[src/rtl/if_fetch_pkg.sv]
`default_nettype none
// ============================================================================
// Module  : if_fetch_pkg
// Purpose : Shared definitions for the IF-stage fetch responder: the
//           instruction address bus width and the fetch FSM state encoding.
// Ports   : none (package)
// Rev     : 1.0  initial release
// ============================================================================
package if_fetch_pkg;

  // Width of the instruction address bus seen by the PC register.
  localparam int INST_ADDR_BUS = 64;

  // Fetch FSM states, explicitly encoded on two bits.
  typedef enum logic [1:0] {
    IF_IDLE = 2'd0,
    IF_REQ  = 2'd1,
    IF_WAIT = 2'd2,
    IF_HOLD = 2'd3
  } if_state_t;

endpackage : if_fetch_pkg
`default_nettype wire

[src/rtl/if_fetch.sv]
`default_nettype none
// ============================================================================
// Module  : if_fetch
// Purpose : IF-stage instruction fetch responder. Samples the PC, issues one
//           single-beat read on the instruction bus, picks the 32-bit
//           instruction out of the 64-bit beat and presents it with
//           inst_valid until the PC register advances.
// Ports   :
//   clk, rst                      clock, asynchronous active-low reset
//   if_fetch_cur_inst_addr_i      current PC
//   if_fetch_stall_i              downstream cannot accept (dont_fetch)
//   if_fetch_flush_i              jump/branch/trap redirect
//   if_fetch_inst_valid_o         instruction available (HOLD only)
//   if_fetch_inst_o               fetched instruction
//   if_fetch_inst_addr_o          address of the fetched instruction
//   if_fetch_fault_o              bus error or misaligned PC
//   if_fetch_rd_req_o/_addr_o     bus read request / 8-byte aligned address
//   if_fetch_rd_gnt_i             request accepted
//   if_fetch_rd_rvalid_i/_data_i  read data valid / data
//   if_fetch_rd_err_i             bus error (qualified by rvalid)
//   if_fetch_rd_rready_o          ready for read data (WAIT only)
// Rev     : 1.0  initial release
// ============================================================================
module if_fetch
  import if_fetch_pkg::*;
#(
  parameter int ADDR_W = INST_ADDR_BUS,
  parameter int BUS_DW = 64,
  parameter int INST_W = 32
) (
  input  logic              clk,
  input  logic              rst,
  input  logic [ADDR_W-1:0] if_fetch_cur_inst_addr_i,
  input  logic              if_fetch_stall_i,
  input  logic              if_fetch_flush_i,
  output logic              if_fetch_inst_valid_o,
  output logic [INST_W-1:0] if_fetch_inst_o,
  output logic [ADDR_W-1:0] if_fetch_inst_addr_o,
  output logic              if_fetch_fault_o,
  output logic              if_fetch_rd_req_o,
  output logic [ADDR_W-1:0] if_fetch_rd_addr_o,
  input  logic              if_fetch_rd_gnt_i,
  input  logic              if_fetch_rd_rvalid_i,
  input  logic [BUS_DW-1:0] if_fetch_rd_data_i,
  input  logic              if_fetch_rd_err_i,
  output logic              if_fetch_rd_rready_o
);

  if_state_t         r_state;
  logic [ADDR_W-1:0] r_addr;
  logic [INST_W-1:0] r_inst;
  logic              r_fault;
  logic              r_drop;       // in-flight beat belongs to a flushed PC
  logic              r_inst_valid;
  logic              r_rd_req;
  logic              r_rready;

  logic              w_misaligned;
  logic [INST_W-1:0] w_sel_inst;

  // Instructions are 4-byte aligned; anything else faults without a bus read.
  assign w_misaligned = (r_addr[1:0] != 2'b00);

  // Bit 2 of the PC picks the upper or lower word of the 8-byte beat.
  assign w_sel_inst = r_addr[2] ? if_fetch_rd_data_i[2*INST_W-1:INST_W]
                                : if_fetch_rd_data_i[INST_W-1:0];

  always_ff @(posedge clk or negedge rst) begin
    if (!rst) begin
      r_state      <= IF_IDLE;
      r_addr       <= '0;
      r_inst       <= '0;
      r_fault      <= 1'b0;
      r_drop       <= 1'b0;
      r_inst_valid <= 1'b0;
      r_rd_req     <= 1'b0;
      r_rready     <= 1'b0;
    end else begin
      case (r_state)
        IF_IDLE: begin
          // A flush here needs no action: the redirected PC is what we sample.
          r_addr   <= if_fetch_cur_inst_addr_i;
          r_rd_req <= (if_fetch_cur_inst_addr_i[1:0] == 2'b00);
          r_state  <= IF_REQ;
        end

        IF_REQ: begin
          if (w_misaligned) begin
            // No request was raised; a redirect makes the fault moot.
            if (if_fetch_flush_i) begin
              r_state <= IF_IDLE;
            end else begin
              r_inst       <= '0;
              r_fault      <= 1'b1;
              r_inst_valid <= 1'b1;
              r_state      <= IF_HOLD;
            end
          end else if (if_fetch_rd_gnt_i) begin
            // Accepted requests cannot be recalled; a concurrent flush only
            // marks the returning beat for discard.
            r_rd_req <= 1'b0;
            r_rready <= 1'b1;
            r_drop   <= if_fetch_flush_i;
            r_state  <= IF_WAIT;
          end else if (if_fetch_flush_i) begin
            r_rd_req <= 1'b0;
            r_state  <= IF_IDLE;
          end
        end

        IF_WAIT: begin
          if (if_fetch_rd_rvalid_i) begin
            r_rready <= 1'b0;
            r_drop   <= 1'b0;
            if (r_drop || if_fetch_flush_i) begin
              r_state <= IF_IDLE;
            end else begin
              r_inst       <= w_sel_inst;
              r_fault      <= if_fetch_rd_err_i;
              r_inst_valid <= 1'b1;
              r_state      <= IF_HOLD;
            end
          end else if (if_fetch_flush_i) begin
            r_drop <= 1'b1;
          end
        end

        IF_HOLD: begin
          // This edge is also the one on which the PC register advances.
          if (!if_fetch_stall_i || if_fetch_flush_i) begin
            r_inst       <= '0;
            r_fault      <= 1'b0;
            r_inst_valid <= 1'b0;
            r_state      <= IF_IDLE;
          end
        end

        default: r_state <= IF_IDLE;
      endcase
    end
  end

  assign if_fetch_inst_valid_o = r_inst_valid;
  assign if_fetch_inst_o       = r_inst;
  assign if_fetch_inst_addr_o  = r_addr;
  assign if_fetch_fault_o      = r_fault;
  assign if_fetch_rd_req_o     = r_rd_req;
  assign if_fetch_rd_addr_o    = {r_addr[ADDR_W-1:3], 3'b000};
  assign if_fetch_rd_rready_o  = r_rready;

endmodule : if_fetch
`default_nettype wire

[config.mk]
export PLATFORM = sky130hd
export DESIGN_NAME = if_fetch
export DESIGN_NICKNAME = d
export VERILOG_FILES = /design/src/rtl/if_fetch_pkg.sv /design/src/rtl/if_fetch.sv
export SDC_FILE = /design/constraint.sdc
export NUM_CORES = 1
export LEC_CHECK = 0
export CAP_MARGIN = 15
export CORE_AREA = 2 2 122 124
export CTS_BUF_LIST = sky130_fd_sc_hd__clkbuf_4 sky130_fd_sc_hd__clkbuf_8
export CTS_CLUSTER_DIAMETER = 40
export DETAILED_ROUTE_END_ITERATION = 8
export DIE_AREA = 0 0 124 126
export PLACE_DENSITY = 0.76
export SYNTH_ARGS = -nofsm -noshare
export SYNTH_HDL_FRONTEND = slang
export SYNTH_SLANG_ARGS = --single-unit
[constraint.sdc]
create_clock -name clk -period 1.5 [get_ports clk]
set_clock_uncertainty 0.15 [all_clocks]
set_input_delay 0.15 -clock clk [delete_from_list [all_inputs] [get_ports clk]]
set_output_delay 0.15 -clock clk [all_outputs]
set_load 0.01 [all_outputs]
* Word level (Yosys, flattened, before mapping)
Index checks and enable logic that the tools add are counted.
** Word-level totals
- Output and inout bits :: 164
- Memory bits (writable) :: 0
- Memories :: 0
- Bits in read-only memories :: 0
- Bits in latches :: 0
- Input port bits :: 135
- Word-level logic and storage cells :: 72
- Flip-flop bits (word level) :: 103
** Operators by class
- Mux-type cells :: 37
- Bitwise operators :: 0
- Multipliers :: 0
- Eq/ne operators :: 13
- Shifts and indexed selects :: 0
- Magnitude comparators :: 0
- Reductions and logical operators :: 14
- Divide/modulo/power cells :: 0
- Add/sub/neg operators :: 0
** Operators by type and width (number)
- $mux W32 :: 6
- $pmux W32 S3 :: 1
- $mux W1 :: 17
- $mux W2 :: 7
- $ne A2 B2 Y1 const B :: 7
- $pmux W2 S4 :: 1
- $reduce_and A4 Y1 :: 2
- $ne A3 B3 Y1 const B :: 2
- $pmux W1 S2 :: 3
- $pmux W1 S3 :: 2
- $reduce_and A3 Y1 :: 2
- $reduce_and A6 Y1 :: 1
- $reduce_bool A2 Y1 :: 3
- $eq A2 B2 Y1 const B :: 2
- $logic_not A2 Y1 :: 2
- $ne A4 B4 Y1 const B :: 1
- $reduce_bool A3 Y1 :: 1
- $eq A2 B1 Y1 const B :: 1
- $logic_or A1 B1 Y1 :: 2
- $logic_not A1 Y1 :: 1

* Depth between registers and ports, before layout
- Depth in word-level cells :: 4
- Depth in mapped cells :: 6
- Gate-level depth less buffers :: 4

* Worst setup path after synthesis
OpenSTA, ideal clock, no wires.
- Kind :: reg-to-reg
- Start :: register r_state[1]
- End :: register r_addr[10] (netlist: if_fetch_inst_addr_o[10])
- Path buffers :: 1
- Clock period less this slack :: 1.572 ns
- Setup time :: 0.125 ns
- Slack :: -0.072 ns
- Data arrival time :: 1.297 ns
- Required time :: 1.225 ns
- Cell stages (with the launch flop) :: 4
- Cell sequence :: dfrtp_1 > nor2_2 > buf_6 > mux2_2
** Between the ends
- Cells in the longest elaborated chain, start to end :: 1
** Ends and longest elaborated chain
- from (decl) :: RTL line if_fetch.sv:49 : if_state_t r_state;
- from (signal assigned) :: RTL line if_fetch.sv:70 : r_state <= IF_IDLE;
- from (signal assigned) :: RTL line if_fetch.sv:84 : r_state <= IF_REQ;
- from (signal assigned) :: RTL line if_fetch.sv:91 : r_state <= IF_IDLE;
- $logic_not A2 Y1 :: RTL line if_fetch.sv:79 : case (r_state)
- to (signal assigned) :: RTL line if_fetch.sv:82 : r_addr <= if_fetch_cur_inst_addr_i;
- to (decl) :: RTL line if_fetch.sv:50 : logic [ADDR_W-1:0] r_addr;
Every way passes these cells.
A chain may end at the register's enable or synchronous reset.

* Final worst setup path
- Start :: register r_state[0]
- End :: register r_inst[7] (netlist: if_fetch_inst_o[7])
** Between the ends
- Cells in the longest elaborated chain, start to end :: 3
- Elaborated cells between the ends (all ways) :: 11
- Classes of those cells :: 8 x eq/ne; 1 x mux; 2 x reduce/logical
** Ends and longest elaborated chain
- $eq A2 B2 Y1 or $eq A2 B1 Y1 (tied branches) :: RTL line if_fetch.sv:79
- $ne A2 B2 Y1 (no line) or $reduce_bool A3 Y1 (tied branches)
- $reduce_and A6 Y1 (no line)
- to (signal assigned) :: RTL line if_fetch.sv:118 : r_inst <= w_sel_inst;
- to (decl) :: RTL line if_fetch.sv:51 : logic [INST_W-1:0] r_inst;
Parallel ways exist; a longest one is shown, timed or not.

==> qor.csv <==
stage;metric;value;unit
run_status;outcome;complete, but fails checks;
run_status;violations;negative setup slack;
worst_setup_path;crit_chain;nand3b_1 > nand2b_4 > buf_6 > buf_6 > clkbuf_16 > o2bb2ai_2;
timing;final_max_slew_viol_count;0;
clock_network;h-tree-depth;3;
finish;fin_area;8377;um2
pwr;power_density;1995;nW/um2
timing;setup_slack;-0.09522;ns
clock_network;cts_root_buffer;clkbuf_8;
finish;fill_cells;1232;
worst_setup_path;cp_max_fo;6;
global_routing;antenna_found_initial;0;
worst_setup_path;slowest_stage;dfrtp_2;
synthesis;synth_cell_type_count;31;
finish;antennaDiodeCount;0;
timing;timing.final.crit_period;1.595;ns
floorplanning;rows;44;
clock_network;cts_tree;yes;
timing;finalHoldViolations;0;
synthesis;synth.area.top_cells;dfrtp_1 54%, mux2_2 15%, buf_4 10%;
clock_network;cts.sinks;103;
synthesis;yosys_warnings;0;
floorplanning;die_h;126;um
finish;layout-drive-gt1-share;24.44;%
timing;period_share;106.3;%
pwr;p_leak;4.052;nW
floorplanning;core_area;14310;um2
timing;setup_violations;96;
finish;nets;756;
synthesis;synth_area_leader_cell;dfrtp_1;
timing;rsz0062_at_grt;yes;
worst_setup_path;crit_top_cell;buf_6;
global_routing;grt_pass1_wl;20240;um
placement;finalWeightedCongestion;0.8051;
synthesis;syn-cell-area;4771;um2
synthesis;syn_area_per_cell;13.48;um2
worst_hold_path;hold_class;in2async;
routing;drt-pass1-iter-count;4;
finish;seqCellArea;2581;um2
clock_network;numCtsBuffers;9;
placement;hpwl;10050;um
routing;routedWlPerCell;17.93;um
finish;fin_cells;810;
placement;dpl_cell_area;7639;um2
worst_setup_path;path_class;reg2reg;
routing;wl;14520;um
clock_network;path_clk_slew;0.09;ns
synthesis;seq_area_frac_synth;54.03;%
flow_run;drv_cap;0;
worst_setup_path;required;1.65;ns
floorplanning;die_x;124;um
finish;syn_to_final_growth;75.58;%
placement;preCtsSetupSlack;-0.2422;ns
pwr;p_sw;6.047;mW
synthesis;synth_cells;354;
global_routing;grt_max_degree;37;
pwr;p_seq_share;29.7;%
worst_setup_path;max_stage_delay;0.46;ns
routing;drc;0;
placement;io_buffers;295;
floorplanning;ios;299;
floorplanning;start_util;33.33;%
worst_setup_path;critPathTopFamily;flip-flops;
global_routing;grt_pass1_vias;3864;
pwr;pwr-share-comb;59.7;%
timing;hold_ws;0.07172;ns
clock_network;cts_max_path_buffers;2;
timing;finalSetupTns;-4.111;ns
global_routing;overflow;0;
clock_network;clkLatencyLatePin;0.36;ns
finish;fin_util;58.52;%
floorplanning;fp.dieArea;15620;um2
worst_setup_path;crit_path_end_kind;flip-flop;
pwr;clkPwrFrac;10.6;%
routing;ant_nets;0;
synthesis;synth_top_area_share;54.03;%
global_routing;grt_usage;17.01;%
pwr;p_int;10.67;mW
worst_setup_path;arrival;1.74;ns
timing;fmaxAchievable;0.6269;GHz
pwr;ir_worst_vdd;0.001034;V
worst_setup_path;cp-start-kind;flip-flop;
routing;avgViaCountPerCell;4.607;
synthesis;synth.ff_latch_count;103;
finish;multi_input_area;1993;um2
routing;drtIter0Drc;83;
pwr;switching_share;36.18;%
worst_setup_path;crit_buf_inv;3;
placement;dp.cells;779;
routing;dr_total_vias;3732;
pwr;total_power;16.71;mW
path summary, 6_finish.rpt:
kind | cells past startpoint | start | slack (ns) | end
max | 6 | r_state[0] | -0.1 | if_fetch_inst_o[7]
min | 2 | rst | 0.07 | if_fetch_inst_addr_o[58]
max reg2reg | 6 | r_state[0] | -0.1 | if_fetch_inst_o[7]
min reg2reg | 1 | if_fetch_inst_o[31] | 0.34 | if_fetch_inst_o[31]
max in group asynchronous | 3 | rst | 0.59 | if_fetch_inst_addr_o[26]
min in group clk | 2 | if_fetch_cur_inst_addr_i[33] | 0.23 | if_fetch_inst_addr_o[33]
cell usage in the layout (no fill, tap or decap), types with 5 or more instances in the layout:
cell / netlist / final
dlygate4sd2_1: 0 / 158
clkdlybuf4s50_1: 0 / 133
dfrtp_1: 103 / 100
mux2_4: 0 / 64
mux2i_1: 33 / 33
buf_4: 64 / 19
o2bb2ai_1: 32 / 17
o2bb2ai_2: 0 / 10
clkbuf_8: 0 / 10
buf_12: 0 / 8
clkbuf_16: 0 / 6
o2bb2ai_4: 0 / 5
worst reg2reg max path, cell delays in order (launching register included):
cell,delay [ns]
dfrtp_2,0.46
nand3b_1,0.23
nand2b_4,0.19
buf_6,0.12
buf_6,0.12
clkbuf_16,0.16
o2bb2ai_2,0.11
power by group through the flow:
stage	registers [mW]	clock network, mW	logic [mW]
finish	4.97	1.76	9.98
global route	5.15	1.95	10.6
CTS	4.91	1.83	8.53
detailed placement	5.01	0	9.28
global placement	4.94	0	9.13
floorplan	5.40	0	4.64
layer usage:
layer	vias to the layer above	wire (um)	track usage [%]
met5	-	0	0
met4	0	203	6.279
met3	13	1010	4.257
met2	158	7627	31.90
met1	1837	5681	18.01
li1	1724	-	-
Yosys cell counts:
master and instances:
a21boi_0 1, a21o_1 1, a21oi_1 4, a21oi_2 1, a311oi_1 1, and4b_1 1
buf_1 2, buf_2 8, buf_4 64, buf_6 9, conb_1 1, dfrtp_1 103
inv_1 2, mux2_2 64, mux2i_1 33, nand2_1 2, nand2b_1 3, nand3_1 1
nand3b_1 1, nor2_1 6, nor2_2 1, nor2b_1 1, nor3_1 2, o21a_4 1
o21ai_0 3, o21ai_1 1, o21ba_2 1, o22ai_1 2, o2bb2ai_1 32, o31a_1 1
o41ai_1 1
logic make-up after synthesis:
family          count (synthesis)  share of synthesized area (%)
flops                         103                          54.03
other cells                     1                        0.07860
buf+inv                        85                          13.35
simple gates                   18                          1.967
compound gates                 50                          8.550
mux                            97                          22.03
repair_timing:
item,in CTS,in global routing
gates resized for setup,189,84
hold endpoints to repair,103,0
cloned,3,6
pin swaps,1,4
setup buffers,5,1
setup endpoints to repair,258,103
hold buffers,1,0
layout make-up:
cell class              count  share of cell area [%]
inverters                   2                 0.08962
clock inverters             6                  0.7020
repair buffers            337                   40.21
flip-flops and latches    103                   30.81
well taps                 184                   2.748
clock buffers              10                   1.643
multi-input cells         168                   23.79
sequential cells by signal, summed over array words and instances (netlist names):
| name | flops |
|---|---|
| if_fetch_inst_addr_o | 64 |
| if_fetch_inst_o | 32 |
| r_state | 2 |
| if_fetch_fault_o | 1 |
| if_fetch_inst_valid_o | 1 |
| if_fetch_rd_req_o | 1 |
| if_fetch_rd_rready_o | 1 |
| r_drop | 1 |
No activity file was read; power rests on OpenSTA's default activity.
